==> src/rtl/cabac_byte_feeder.sv <==
// Byte source for the CABAC bitsNeeded stage: strips emulation-prevention bytes
// from the raw slice stream, buffers the cleaned bytes and delivers one per request.
//
// state   | meaning
// --------+-------------------------------------------------------------
// S_RUN   | idle or serving requests directly from a non-empty FIFO
// S_STALL | one request is pending on an empty FIFO; served on first byte
module cabac_byte_feeder #(
  parameter int DEPTH = 4,
  parameter int LVL_W = 3
) (
  input  logic             clk,
  input  logic             rst,
  input  logic             init,
  input  logic             in_valid,
  input  logic [7:0]       in_data,
  output logic             in_ready,
  input  logic             request_byte,
  output logic [7:0]       byte_out,
  output logic             byte_valid,
  output logic             stall,
  output logic             epb_removed,
  output logic [LVL_W-1:0] fifo_level
);

  localparam int PTR_W = (DEPTH > 1) ? $clog2(DEPTH) : 1;
  localparam logic [LVL_W-1:0] DEPTH_L = LVL_W'(DEPTH);

  typedef enum logic {
    S_RUN   = 1'b0,
    S_STALL = 1'b1
  } state_t;

  state_t           state;
  state_t           state_nxt;
  logic [7:0]       mem [DEPTH];
  logic [PTR_W-1:0] rd_ptr;
  logic [PTR_W-1:0] wr_ptr;
  logic [LVL_W-1:0] count;
  logic [1:0]       zero_cnt;
  logic             accept;
  logic             is_epb;
  logic             push;
  logic             pop;

  // in_ready deliberately ignores a same-cycle pop so the full flag has no
  // combinational path from request_byte.
  assign in_ready   = !rst && !init && (count < DEPTH_L);
  assign accept     = in_valid && in_ready;
  assign is_epb     = (zero_cnt == 2'd2) && (in_data == 8'h03);
  assign push       = accept && !is_epb;
  assign stall      = (state == S_STALL);
  assign fifo_level = count;

  always_ff @(posedge clk or posedge rst) begin
    if (rst) begin
      state <= S_RUN;
    end else begin
      state <= state_nxt;
    end
  end

  always_comb begin
    state_nxt = state;
    pop       = 1'b0;
    if (init) begin
      state_nxt = S_RUN;
    end else begin
      case (state)
        S_RUN: begin
          if (request_byte) begin
            if (count != '0) begin
              pop = 1'b1;
            end else begin
              state_nxt = S_STALL;
            end
          end
        end
        S_STALL: begin
          // A further request while stalled is a protocol error and is dropped.
          if (count != '0) begin
            pop       = 1'b1;
            state_nxt = S_RUN;
          end
        end
        default: state_nxt = S_RUN;
      endcase
    end
  end

  // push is already gated by in_ready, so init never writes the array.
  always_ff @(posedge clk) begin
    if (push) begin
      mem[wr_ptr] <= in_data;
    end
  end

  always_ff @(posedge clk or posedge rst) begin
    if (rst) begin
      rd_ptr      <= '0;
      wr_ptr      <= '0;
      count       <= '0;
      zero_cnt    <= 2'd0;
      byte_out    <= 8'h00;
      byte_valid  <= 1'b0;
      epb_removed <= 1'b0;
    end else if (init) begin
      rd_ptr      <= '0;
      wr_ptr      <= '0;
      count       <= '0;
      zero_cnt    <= 2'd0;
      byte_valid  <= 1'b0;
      epb_removed <= 1'b0;
    end else begin
      byte_valid  <= pop;
      epb_removed <= accept && is_epb;

      if (push) begin
        wr_ptr <= wr_ptr + 1'b1;
      end

      if (pop) begin
        rd_ptr   <= rd_ptr + 1'b1;
        byte_out <= mem[rd_ptr];
      end

      case ({push, pop})
        2'b10:   count <= count + 1'b1;
        2'b01:   count <= count - 1'b1;
        default: count <= count;
      endcase

      // Zero run length saturates at 2 so that 00 00 00 03 still drops the 03.
      if (accept) begin
        if (is_epb) begin
          zero_cnt <= 2'd0;
        end else if (in_data == 8'h00) begin
          if (zero_cnt != 2'd2) begin
            zero_cnt <= zero_cnt + 1'b1;
          end
        end else begin
          zero_cnt <= 2'd0;
        end
      end
    end
  end

endmodule

==> config.mk <==
export PLATFORM = sky130hd
export DESIGN_NAME = cabac_byte_feeder
export DESIGN_NICKNAME = d
export VERILOG_FILES = /design/src/rtl/cabac_byte_feeder.sv
export SDC_FILE = /design/constraint.sdc
export NUM_CORES = 1
export LEC_CHECK = 0
export BUFFER_PORTS_ARGS = -buffer_cell sky130_fd_sc_hd__clkbuf_2
export CORE_ASPECT_RATIO = 0.9
export CORE_MARGIN = 5
export CORE_UTILIZATION = 56
export CTS_CLUSTER_SIZE = 25
export DETAILED_ROUTE_END_ITERATION = 12
export MAX_ROUTING_LAYER = met4
export PLACE_DENSITY_LB_ADDON = 0.2
export SLEW_MARGIN = 20
export SYNTH_ARGS = -nofsm -noshare
export SYNTH_HDL_FRONTEND = slang
export SYNTH_SLANG_ARGS = --single-unit
==> constraint.sdc <==
create_clock -name clk -period 3.48 [get_ports clk]
set_clock_uncertainty 0.2 [all_clocks]
set_input_delay 0.522 -clock clk [delete_from_list [all_inputs] [get_ports clk]]
set_output_delay 0.522 -clock clk [all_outputs]
set_load 0.1 [all_outputs]
==> run metrics <==
outcome=complete, no violations; first-pass GRT wire length=6.36 mm; I/O Pins=28; CTS root buffer=clkbuf_8; cts hold-fix bufs=0; Starting DRT DRC Count=98; Post-CTS Setup Inserts=0; power share of the clock group=18.7%; post-synthesis area per instance=16.4 um2; asr flop ratio synth=38.5%; post-synth top area cell=edfxtp_1; vias in the first global route=1,268; Worst R2R Path Depth=6; CP Data Arrival Time=2.86 ns; Gate power share=42.9%; clock sinks=52; Seq pwr share=38.4%; relative slew slack=48.0%; largest net degree at the start of global routing=21; cts bufs inserted=5; switch share=45.7%; Final Hold Viols=0; TritonCTS clock tree=done; worst-skew pair later-pin latency=0.30 ns; Final Setup Violations=0; WS Path Type=reg2reg; Worst Path Required=3.50 ns; max cap viols=0; most common cell in the netlist=edfxtp_1; IO buf count=27; Place WS=0.532 ns; Net Count, Synth=152; Lkg Pwr=0.958 nW; gp weighted congestion=0.783; Post-CTS Resized=0; synth warn=0; post-route cell area=2490 um2; drt pass-1 iters=4; CP top delay family=simple AND/OR/NAND/NOR gates; Post-Route WL=3.80 mm; WP depth=6; grt ovf=0; switching pwr=1.01 mW; pwr dens=885 nW/um2; Netlist cell types=30; Die Ht=69.2 um; Startpoint Class=flop; FF+latch count, synth=52; Cells after Synth=133; Slowest-stage cell, CP=or4b_1; final-report max-slew violation count=0; maximum clock frequency=352 MHz; Least-Margin Pin Slew=0.778 ns; nets=184; antenna-violating nets left=0; detailed-route via count=1,212; top cell type's share of synthesized area=44.1%; Initial Util=58.4%; final setup TNS=0 ns; die width=75.7 um; Post-synth EDFFs=32; post-DR wirelength/cell=17.9 um; worst vdd ir=0.000377 V; RSZ-0062 raised after global routing=no; worst min-delay path class=in2async; core box area=3730 um2; Longest Clk Path Bufs=2; row count=21; synthesized area=2180 um2; placed cell areas=2370 um2; fin crit share=81.6%; H-tree levels=2; Critical Path End Type=flop; Final HPWL DP=2.75 mm; number of remaining DRC errors=0; die area=5240 um2; area grow syn2layout=14.3%; CP max FO=7; initial antenna violation count=0; ant diodes=0; CP Cell Sequence=or4b_1 > a31oi_4 > nor3_1 > fa_1 > or4_1 > a31oi_1; CTS clk-pin slew, worst paths=0.10 ns; ys flop type=edfxtp_1; Pint=1.20 mW; PnR worst setup slack=0.639 ns; Period minus WS final=2.84 ns; drt via density=5.72; Post-synth top cells=edfxtp_1 (32), dfrtp_1 (20), nor2_1 (11); All-Layer GR Usage=17.1%; Hold Worst Slack=0.161 ns; share of cells above drive strength 1=34.9%; post-synthesis sequential area ratio=67.1%; peak per-stage delay on the critical path=0.70 ns; synth top area cells=edfxtp_1 (44%), dfrtp_1 (23%), mux4_2 (8.3%), mux2_2 (4.1%), ha_1 (2.9%); worst path bufs/invs=0
==> registers in the layout, summed over array words and instances, names as in the netlist <==
register     flops
zero_cnt         2
epb_removed      1
fifo_level       3
stall            1
rd_ptr           2
mem             32
byte_out         8
byte_valid       1
wr_ptr           2
==> power groups by stage <==
stage / Combinational, mW / Clock, mW / Sequential (mW)
2_1_floorplan: 0.313 / 0 / 1.34
3_3_place_gp: 0.935 / 0 / 0.853
3_5_place_dp: 0.953 / 0 / 0.864
4_1_cts: 0.953 / 0.422 / 0.851
5_1_grt: 0.991 / 0.454 / 0.867
6_report: 0.945 / 0.413 / 0.846
==> cells in the final DEF (no fill, tap or decap), types with 2 or more instances in the layout <==
cell,n
edfxtp_1,32
clkbuf_2,27
dfrtp_1,20
nor2_1,11
mux4_2,8
mux2_2,8
inv_1,5
and2_1,5
ha_1,5
clkbuf_8,5
nor3_1,4
nand2_1,3
nand3_1,3
o21ai_0,3
xnor2_1,3
and3_1,2
a31oi_1,2
mux2i_1,2
nand2b_1,2
buf_4,2
==> per-layer routing <==
layer	GRT usage, %	wire length, um	share of wire [%]
met5	-	0	0
met1	22.4	1570	41
met4	6.41	48	1.3
met2	25.7	2040	54
met3	4.35	149	3.9
==> worst paths after layout <==
kind	end	start	slack, ns
max	fifo_level[2]$_DFFE_PP0P_	fifo_level[2]$_DFFE_PP0P_	0.64
min	byte_out[5]$_DFFE_PP0P_	rst	0.16
max reg2reg	fifo_level[2]$_DFFE_PP0P_	fifo_level[2]$_DFFE_PP0P_	0.64
min reg2reg	byte_out[1]$_DFFE_PP0P_	byte_out[1]$_DFFE_PP0P_	0.32
max in group asynchronous	rd_ptr[0]$_DFFE_PP0P_	rst	2.43
min in group clk	mem[2][2]$_DFFE_PP_	in_data[2]	0.25
==> cell type report <==
type | instances | area (um2)
clock buffers | 5 | 68.8
clock inverters | 3 | 46.3
repair buffers | 29 | 150
well taps | 46 | 57.6
fillers | 283 | 1240
multi-input cells | 72 | 687
inverters | 5 | 18.8
flip-flops and latches | 52 | 1460
==> logic make-up after synthesis <==
family / synth area share (%)
adder cells (fa/ha/maj): 3.79
AND/OR/NAND/NOR: 8.50
multiplexers: 13.8
flip-flops: 67.1
AO/OA/AOI/OAI: 3.22
buffers and inverters: 1.61
XOR/XNOR: 1.95
==> metrics by stage <==
step                      power, mW  utilization [%]  instances
after floorplan                1.65                -        133
after global placement         1.79             63.6        204
after detailed placement       1.82             63.6        204
after CTS                      2.23             66.7        212
after global routing           2.31             66.7        212
final                          2.20             66.7        212
No activity file was read; power rests on OpenSTA's default activity.
